### config.mk
export PLATFORM = sky130hd
export DESIGN_NAME = lc3_mem_ctrl
export DESIGN_NICKNAME = d
export VERILOG_FILES = /design/src/rtl/lc3_pkg.sv /design/src/rtl/registerFF.sv /design/src/rtl/lc3_mem_ctrl.sv
export SDC_FILE = /design/constraint.sdc
export NUM_CORES = 1
export LEC_CHECK = 0
export ABC_AREA = 1
export BUFFER_PORTS_ARGS = -buffer_cell sky130_fd_sc_hd__buf_2
export CAP_MARGIN = 20
export CORE_MARGIN = 4
export CORE_UTILIZATION = 45
export CTS_BUF_LIST = sky130_fd_sc_hd__clkbuf_4 sky130_fd_sc_hd__clkbuf_8
export DETAILED_ROUTE_END_ITERATION = 16
export GPL_ROUTABILITY_DRIVEN = 0
export PLACE_DENSITY = 0.89
export SLEW_MARGIN = 20
export SYNTH_ARGS = -nofsm -noshare
export SYNTH_HDL_FRONTEND = slang
export SYNTH_SLANG_ARGS = --single-unit
### constraint.sdc
create_clock -name clk -period 1.5 [get_ports clk]
set_input_delay 0.3 -clock clk [delete_from_list [all_inputs] [get_ports clk]]
set_output_delay 0.3 -clock clk [all_outputs]
set_load 0.01 [all_outputs]
### src/rtl/lc3_pkg.sv
// Shared types and constants for the LC-3 memory access stage.
package lc3_pkg;

    localparam int unsigned WORD_W = 16;

    // Encoding of the R_W access-type strobe.
    localparam logic RW_READ  = 1'b0;
    localparam logic RW_WRITE = 1'b1;

    typedef enum logic [2:0] {
        ST_IDLE     = 3'd0,
        ST_RD_ISSUE = 3'd1,
        ST_RD_WAIT  = 3'd2,
        ST_WR_ISSUE = 3'd3,
        ST_DONE     = 3'd4
    } mem_state_t;

endpackage

### src/rtl/registerFF.sv
// Loadable register with asynchronous active-low clear.
module registerFF
    import lc3_pkg::*;
#(
    parameter int unsigned W = WORD_W
) (
    input  logic         clk,
    input  logic         rst_n,
    input  logic         ld,
    input  logic [W-1:0] d,
    output logic [W-1:0] q
);

    // Hold unless ld is asserted.
    always_ff @(posedge clk or negedge rst_n) begin
        if (!rst_n) begin
            q <= '0;
        end else if (ld) begin
            q <= d;
        end
    end

endmodule

### src/rtl/lc3_mem_ctrl.sv
// LC-3 memory access stage: owns MAR/MDR and sequences the single-port RAM.
module lc3_mem_ctrl
    import lc3_pkg::*;
#(
    parameter int unsigned        TIMEOUT  = 15,
    parameter logic [WORD_W-1:0]  ERR_DATA = 16'h0000
) (
    input  logic              clk,
    input  logic              rst_n,
    input  logic [WORD_W-1:0] bus,
    input  logic              ld_mar,
    input  logic              ld_mdr,
    input  logic              mio_en,
    input  logic              r_w,
    output logic [WORD_W-1:0] mar,
    output logic [WORD_W-1:0] mdr,
    output logic              r,
    output logic              err,
    output logic [WORD_W-1:0] mem_addr,
    output logic [WORD_W-1:0] mem_din,
    output logic              mem_cs,
    output logic              mem_we,
    input  logic [WORD_W-1:0] mem_dout,
    input  logic              mem_ready
);

    localparam int unsigned CNT_W = 8;

    mem_state_t        state;
    logic [CNT_W-1:0]  cnt;
    logic              timeout_c;
    logic              mar_ld_c;
    logic              mdr_ld_c;
    logic [WORD_W-1:0] mdr_d_c;

    // The wait counter holds the number of RD_WAIT cycles already spent.
    assign timeout_c = (cnt == CNT_W'(TIMEOUT - 1));

    // MAR only loads from the bus while idle.
    assign mar_ld_c = (state == ST_IDLE) && ld_mar;

    // MDR source select: bus in IDLE, RAM data or error word at the end of a read.
    always_comb begin
        mdr_ld_c = 1'b0;
        mdr_d_c  = bus;
        if ((state == ST_IDLE) && ld_mdr && !mio_en) begin
            mdr_ld_c = 1'b1;
            mdr_d_c  = bus;
        end else if (state == ST_RD_WAIT) begin
            if (mem_ready) begin
                mdr_ld_c = 1'b1;
                mdr_d_c  = mem_dout;
            end else if (timeout_c) begin
                mdr_ld_c = 1'b1;
                mdr_d_c  = ERR_DATA;
            end
        end
    end

    registerFF #(.W(WORD_W)) u_mar (
        .clk   (clk),
        .rst_n (rst_n),
        .ld    (mar_ld_c),
        .d     (bus),
        .q     (mar)
    );

    registerFF #(.W(WORD_W)) u_mdr (
        .clk   (clk),
        .rst_n (rst_n),
        .ld    (mdr_ld_c),
        .d     (mdr_d_c),
        .q     (mdr)
    );

    assign mem_addr = mar;
    assign mem_din  = mdr;

    // Access sequencer; strobes are set on entry to the state they belong to.
    always_ff @(posedge clk or negedge rst_n) begin
        if (!rst_n) begin
            state  <= ST_IDLE;
            cnt    <= '0;
            r      <= 1'b0;
            err    <= 1'b0;
            mem_cs <= 1'b0;
            mem_we <= 1'b0;
        end else begin
            case (state)
                ST_IDLE: begin
                    if (mio_en) begin
                        mem_cs <= 1'b1;
                        if (r_w == RW_WRITE) begin
                            state  <= ST_WR_ISSUE;
                            mem_we <= 1'b1;
                        end else begin
                            state  <= ST_RD_ISSUE;
                            mem_we <= 1'b0;
                        end
                    end
                end
                ST_RD_ISSUE: begin
                    state  <= ST_RD_WAIT;
                    cnt    <= '0;
                    mem_cs <= 1'b0;
                    mem_we <= 1'b0;
                end
                ST_RD_WAIT: begin
                    cnt <= cnt + CNT_W'(1);
                    if (mem_ready) begin
                        state <= ST_DONE;
                        r     <= 1'b1;
                    end else if (timeout_c) begin
                        state <= ST_DONE;
                        r     <= 1'b1;
                        err   <= 1'b1;
                    end
                end
                ST_WR_ISSUE: begin
                    state  <= ST_DONE;
                    mem_cs <= 1'b0;
                    mem_we <= 1'b0;
                    r      <= 1'b1;
                end
                ST_DONE: begin
                    state <= ST_IDLE;
                    r     <= 1'b0;
                end
                default: begin
                    state  <= ST_IDLE;
                    r      <= 1'b0;
                    mem_cs <= 1'b0;
                    mem_we <= 1'b0;
                end
            endcase
        end
    end

endmodule

==> metrics, run 1 <==
DR vias=approximately 2200; num rows=27; Compound-Gate Fraction of Synth Area=0.0488; slowest CP cell=dfrtp_1; multiplexer share of the synthesized area=0.0850; fin crit period=~1.4 ns; normalized max-slew margin=0.741; CTS buffer count=5; CP Depth=5; MaxCap Viol Count=0; Synth Net Count=~320; worst-path fanout max=8; proportion of layout cells with a drive suffix above 1=0.456; Mapped Cells=about 280; initial antenna violation count=0; period utilisation layout=0.959; core area=approximately 5500 um^2; CP Cell Sequence=inv_1 > nand2_2 > clkinv_4 > nand2_4 > mux2_2; Via density=between 4 and 5; YS warnings=0; NumNets Final=a little over 400; count of cell types in the netlist=28; WL per Instance=around 15 um; crit path kind=reg -> reg; Cells after DPL=about 430; Buffers on Ports=~110; ys flop type=dfrtp_1; die width=83.5 um; worst-skew pair later-pin latency=0.31 ns; Initial Utilization=0.465; Cell Area, Synth=2560 um^2; WHS Path Cells=3; commonest non-fill, non-tap cells in the layout=buf_2 (106), nand2_1 (62), dfrtp_1 (47); synth-to-layout area growth=28.9%; first-pass GRT wire length=between 10000 and 15000 um; GRT Resource Usage Total=0.181; Setup crit start kind=flop; xor/xnor share of the synthesized area=0.00342; CTS sink count=47; Final Slew Violations=0; Initial DRC Count=77; die area=around 7000 um^2; Cell Pwr Density=~2200 nW/um^2; Initial DRT Pass Iterations=5; Post-synth EDFFs=0; Post-Route WL=between 6000 and 7000 um; Crit path max-delay family=flip-flops; CTS tree=yes; dpl hpwl=4480 um; Adder-Cell Fraction of Synth Area=0.00977; commonest non-fill, non-tap cell in the layout=buf_2; RSZ-0062 raised after global routing=true; Seq/Total Area, Yosys=0.459; largest net degree at the start of global routing=48; Post-synth ARST share=1.00; max incr delay on CP=between 0.4 and 0.5 ns; Peak supply drop=roughly 0.0011 V; WP data required=between 1.5 and 2 ns; actual slew at the worst max-slew pin=0.385 ns; Clock Path Buffers=2; status=complete, no violations; Worst Path Buf+Inv=2; die height=83.5 um; remaining global-route overflow=0; Worst Clk Skew=about 0.014 ns; drt drc=0; htree depth=2; reg2reg setup slack=approximately 0.06 ns; CP endpoint kind=flop; clk slew on worst S/H paths=approximately 0.1 ns; Final Non-Filler Cells=447; Diodes inserted=0; Syn Area/Cell=9.09 um^2; Synth Area in Simple Gates=0.215; R2R depth=5; final setup vio count=0; Synth Register Bits=47; setup ws final=a little over 0.06 ns; Design Power=slightly above 0.007 W; largest family of logic cells by synthesized area=simple AND/OR/NAND/NOR gates; Setup TNS=0 ns; Hold Path Class=in -> reg; Antenna Violating Nets Remaining=0; vias in the first global route=2195; CP arrival=about 1.6 ns; CTS root buffer=clkbuf_8; fmax=approximately 700 MHz; Final Hold Viols=0; Leak=1.84 nW; worst slack at placement=-0.104 ns; I/O pin cnt=roughly 110
==> kinds of logic (layout without fill, tap and decap cells) <==
kind of cell	after synthesis	in the layout
AND/OR/NAND/NOR	117	119
adder cells (fa/ha/maj)	2	2
flip-flops	47	47
multiplexers	16	16
buffers and inverters	80	171
XOR/XNOR	1	1
AO/OA/AOI/OAI	19	19
==> path summary, 6_finish.rpt <==
| check | start | endpoint |
|---|---|---|
| worst max-delay path | state[0]$_DFFE_PN0P_ | u_mar.q[7]$_DFFE_PN0P_ |
| worst min-delay path | mem_dout[1] | u_mdr.q[1]$_DFFE_PN0P_ |
| worst max register to register | state[0]$_DFFE_PN0P_ | u_mar.q[7]$_DFFE_PN0P_ |
| worst min register to register | err$_DFFE_PN0P_ | err$_DFFE_PN0P_ |
| max in group asynchronous | rst_n | u_mar.q[9]$_DFFE_PN0P_ |
| min in group asynchronous | rst_n | u_mar.q[2]$_DFFE_PN0P_ |
==> flip-flops by register name, indices dropped and copies added (netlist names) <==
register,cells
cnt,8
err,1
mem_cs,1
mem_we,1
r,1
state,3
u_mar.q,16
u_mdr.q,16
==> through the flow <==
stage,cell area [um^2],utilization,hold slack [ns]
floorplan,2560,-,0.00441
global placement,2970,0.540,0.298
detailed placement,2970,0.540,0.303
CTS,3180,0.578,0.228
global route,3300,0.600,0.231
finish,3300,0.600,0.229
==> per-layer routing <==
| metal | global-route usage | part of all wire |
|---|---|---|
| met5 | 0 | 0 |
| met4 | 0.0614 | 0.014 |
| met3 | 0.0424 | 0.061 |
| met2 | 0.335 | 0.54 |
| met1 | 0.203 | 0.39 |
==> Yosys cell counts, types with 3 or more instances <==
library cell	instances	area, um^2
nand2_1	65	244
dfrtp_1	47	1180
inv_1	38	143
buf_4	36	270
nand3_1	34	170
mux2_4	10	150
nor2_1	9	33.8
o21ai_0	9	45.0
mux2_2	6	67.6
a22oi_1	5	37.5
inv_2	3	11.3
==> tightest hold or removal path: stages <==
cell and delay [ns]:
buf_2 0.07, a22oi_1 0.07, nand2_1 0.06
==> report_power, final <==
group | switching [W] | internal [W] | leakage [nW]
Combinational | 0.00204 | 0.00170 | 1.19
Sequential | 0.000445 | 0.00183 | 0.578
Clock | 0.000438 | 0.000665 | 0.0644
Total | 0.00292 | 0.00420 | 1.84
==> repair_timing <==
action,in CTS,in global routing
cloned,1,1
setup endpoints to repair,16,39
hold buffers,1,0
pin swaps,1,3
hold endpoints to repair,47,0
resized for setup,9,21
buffers inserted,2,2
==> layout make-up <==
| class | instances | area, um^2 |
|---|---|---|
| inverters | 41 | 171 |
| well taps | 72 | 90.1 |
| clock buffers | 5 | 68.8 |
| flip-flops and latches | 47 | 1180 |
| multi-input cells | 157 | 1030 |
| repair buffers | 122 | 693 |
| clock inverters | 3 | 67.6 |
| fillers | 452 | 2200 |
(Power assumes the default switching activity.)
==> run 2, diff against run 1 <==
--- a/config.mk
+++ b/config.mk
@@ -13,6 +13,7 @@
 export CTS_BUF_LIST = sky130_fd_sc_hd__clkbuf_4 sky130_fd_sc_hd__clkbuf_8
 export DETAILED_ROUTE_END_ITERATION = 16
 export GPL_ROUTABILITY_DRIVEN = 0
+export MAX_ROUTING_LAYER = met4
 export PLACE_DENSITY = 0.89
 export SLEW_MARGIN = 20
 export SYNTH_ARGS = -nofsm -noshare
==> run 2 against run 1 <==
Global-route usage is 0.64 points higher. Utilization fell by 0.091 points. Power down 0.13%. Critical path type unchanged. Largest cell class unchanged. Largest power group unchanged. Highest routed layer unchanged.
==> metrics, run 2 (synthesis gave the netlist of run 1 again) <==
Worst Clk Skew=0.0155 ns (was 0.0144 ns); Comb pwr share=0.525 (about the same); normalized max-slew margin=0.741 (about the same); Peak supply drop=0.00111 V (was 0.00110 V); GRT Resource Usage Total=0.187 (was 0.181); switch share=0.410 (was 0.411); CP endpoint kind=flop (unchanged); Post-Route WL=6500 um (about the same); DR vias=2177 (was 2168); drt drc=0 (unchanged); vias in the first global route=2185 (was 2195); Largest regs=u_mar.q: 16 flops, u_mdr.q: 16 flops, cnt: 8 flops (unchanged); Setup TNS=0 ns (unchanged); die width=83.5 um (unchanged); Internal Power=0.00419 W (was 0.00420 W); CTS buffer count=5 (unchanged); Antenna Violating Nets Remaining=0 (unchanged); Initial DRC Count=126 (was 77); crit path kind=reg -> reg (unchanged); fmax=695 MHz (about the same); largest net degree at the start of global routing=48 (unchanged); Final Slew Violations=0 (unchanged); worst slack at placement=-0.104 ns (unchanged); WP data required=1.68 ns (about the same); synth-to-layout area growth=28.7% (was 28.9%); period utilisation layout=0.960 (was 0.959); max incr delay on CP=0.45 ns (about the same); die height=83.5 um (unchanged); core area=5510 um^2 (unchanged); Hold Path Class=in -> reg (unchanged); CTS sink count=47 (unchanged); Clock Power Share=0.155 (about the same); Setup crit start kind=flop (unchanged); commonest non-fill, non-tap cell in the layout=buf_2 (unchanged); Final Non-Filler Cells=447 (unchanged); WL per Instance=14.5 um (about the same); Util after Layout=0.599 (was 0.600); setup ws final=0.0603 ns (was 0.0617 ns); Crit path max-delay family=flip-flops (unchanged); final setup vio count=0 (unchanged); Psw=0.00292 W (about the same); NumNets Final=415 (unchanged); CP Cell Sequence=inv_1 > nand2_2 > clkinv_4 > nand2_4 > mux2_2 (unchanged); slowest CP cell=dfrtp_1 (unchanged); first-pass GRT wire length=10300 um (unchanged); die area=6970 um^2 (unchanged); MaxCap Viol Count=0 (unchanged); status=complete, no violations (unchanged); htree depth=2 (unchanged); worst-path fanout max=8 (unchanged); design area=3300 um^2 (about the same); CTS tree=yes (unchanged); Initial DRT Pass Iterations=4 (was 5); Diodes inserted=0 (unchanged); Reg power frac=0.320 (about the same); CP arrival=1.62 ns (about the same); Buffers on Ports=106 (unchanged); remaining global-route overflow=0 (unchanged); actual slew at the worst max-slew pin=0.385 ns (about the same); Leak=1.83 nW (was 1.84 nW); initial antenna violation count=0 (unchanged); CTS root buffer=clkbuf_8 (unchanged); Clock Path Buffers=2 (unchanged); worst-skew pair later-pin latency=0.31 ns (about the same); Cells after DPL=432 (unchanged); dpl cell area=2970 um^2 (unchanged); Via density=4.87 (was 4.85); num rows=27 (unchanged); commonest non-fill, non-tap cells in the layout=buf_2 (106), nand2_1 (62), dfrtp_1 (47) (unchanged); Worst Path Buf+Inv=2 (unchanged); dpl hpwl=4480 um (unchanged); Cell Pwr Density=2160 nW/um^2 (about the same); Final Hold Viols=0 (unchanged); reg2reg setup slack=0.06 ns (about the same); clk slew on worst S/H paths=0.10 ns (about the same); fin crit period=1.44 ns (about the same); proportion of layout cells with a drive suffix above 1=0.453 (was 0.456); Initial Utilization=0.465 (unchanged); I/O pin cnt=107 (unchanged)
run 2: cell count changes in the layout (fill, tap and decap cells not counted):
cell     previous run  this run
nand3_2             3         2
nand3_1            31        32
run 2: metrics by stage:
step / hold WS [ns] / total power, W
2_1_floorplan: 0.00441 / 0.00489
3_3_place_gp: 0.298 / 0.00556
3_5_place_dp: 0.303 / 0.00570
4_1_cts: 0.228 / 0.00693
5_1_grt: 0.222 / 0.00765
6_report: 0.230 / 0.00711
run 2: cell type report:
| cell class | count | area [um^2] |
|---|---|---|
| fillers | 453 | 2210 |
| flip-flops and latches | 47 | 1180 |
| multi-input cells | 157 | 1030 |
| repair buffers | 122 | 693 |
| inverters | 41 | 171 |
| well taps | 72 | 90.1 |
| clock buffers | 5 | 68.8 |
| clock inverters | 3 | 67.6 |
run 2: repair_timing:
action / in CTS / in global routing
endpoints found under the hold margin: 47 / 0
setup endpoints to repair: 16 / 39
gates resized for setup: 9 / 20
hold buffers: 1 / 0
buffers inserted: 2 / 2
gates cloned: 1 / 1
pin swaps: 1 / 3
run 2: path summary, 6_finish.rpt:
path / start / end / cells after the start
max reg2reg: state[0]$_DFFE_PN0P_ / u_mar.q[7]$_DFFE_PN0P_ / 5
min in group asynchronous: rst_n / u_mar.q[2]$_DFFE_PN0P_ / 3
max in group asynchronous: rst_n / u_mar.q[9]$_DFFE_PN0P_ / 3
min: mem_dout[1] / u_mdr.q[1]$_DFFE_PN0P_ / 3
min reg2reg: err$_DFFE_PN0P_ / err$_DFFE_PN0P_ / 1
max: state[0]$_DFFE_PN0P_ / u_mar.q[7]$_DFFE_PN0P_ / 5
run 2: power by group through the flow:
stage                     logic [W]  registers (W)  clock network [W]
after floorplan             0.00242        0.00247                  0
after global placement      0.00332        0.00224                  0
after detailed placement    0.00343        0.00227                  0
after CTS                   0.00354        0.00226            0.00112
after global routing        0.00409        0.00238            0.00119
final                       0.00373        0.00227            0.00110
run 2: worst reg2reg max path, stage by stage (launching register included):
cell      delay [ns]
dfrtp_1         0.45
inv_1           0.12
nand2_2         0.13
clkinv_4        0.10
nand2_4         0.17
mux2_2          0.36
run 2: per-layer routing:
metal | part of all wire | global-route usage | vias to the layer above
met5 | 0 | - | -
li1 | - | - | 1046
met2 | 0.54 | 0.335 | 80
met3 | 0.058 | 0.0523 | 10
met1 | 0.39 | 0.204 | 1041
met4 | 0.012 | 0.0526 | 0
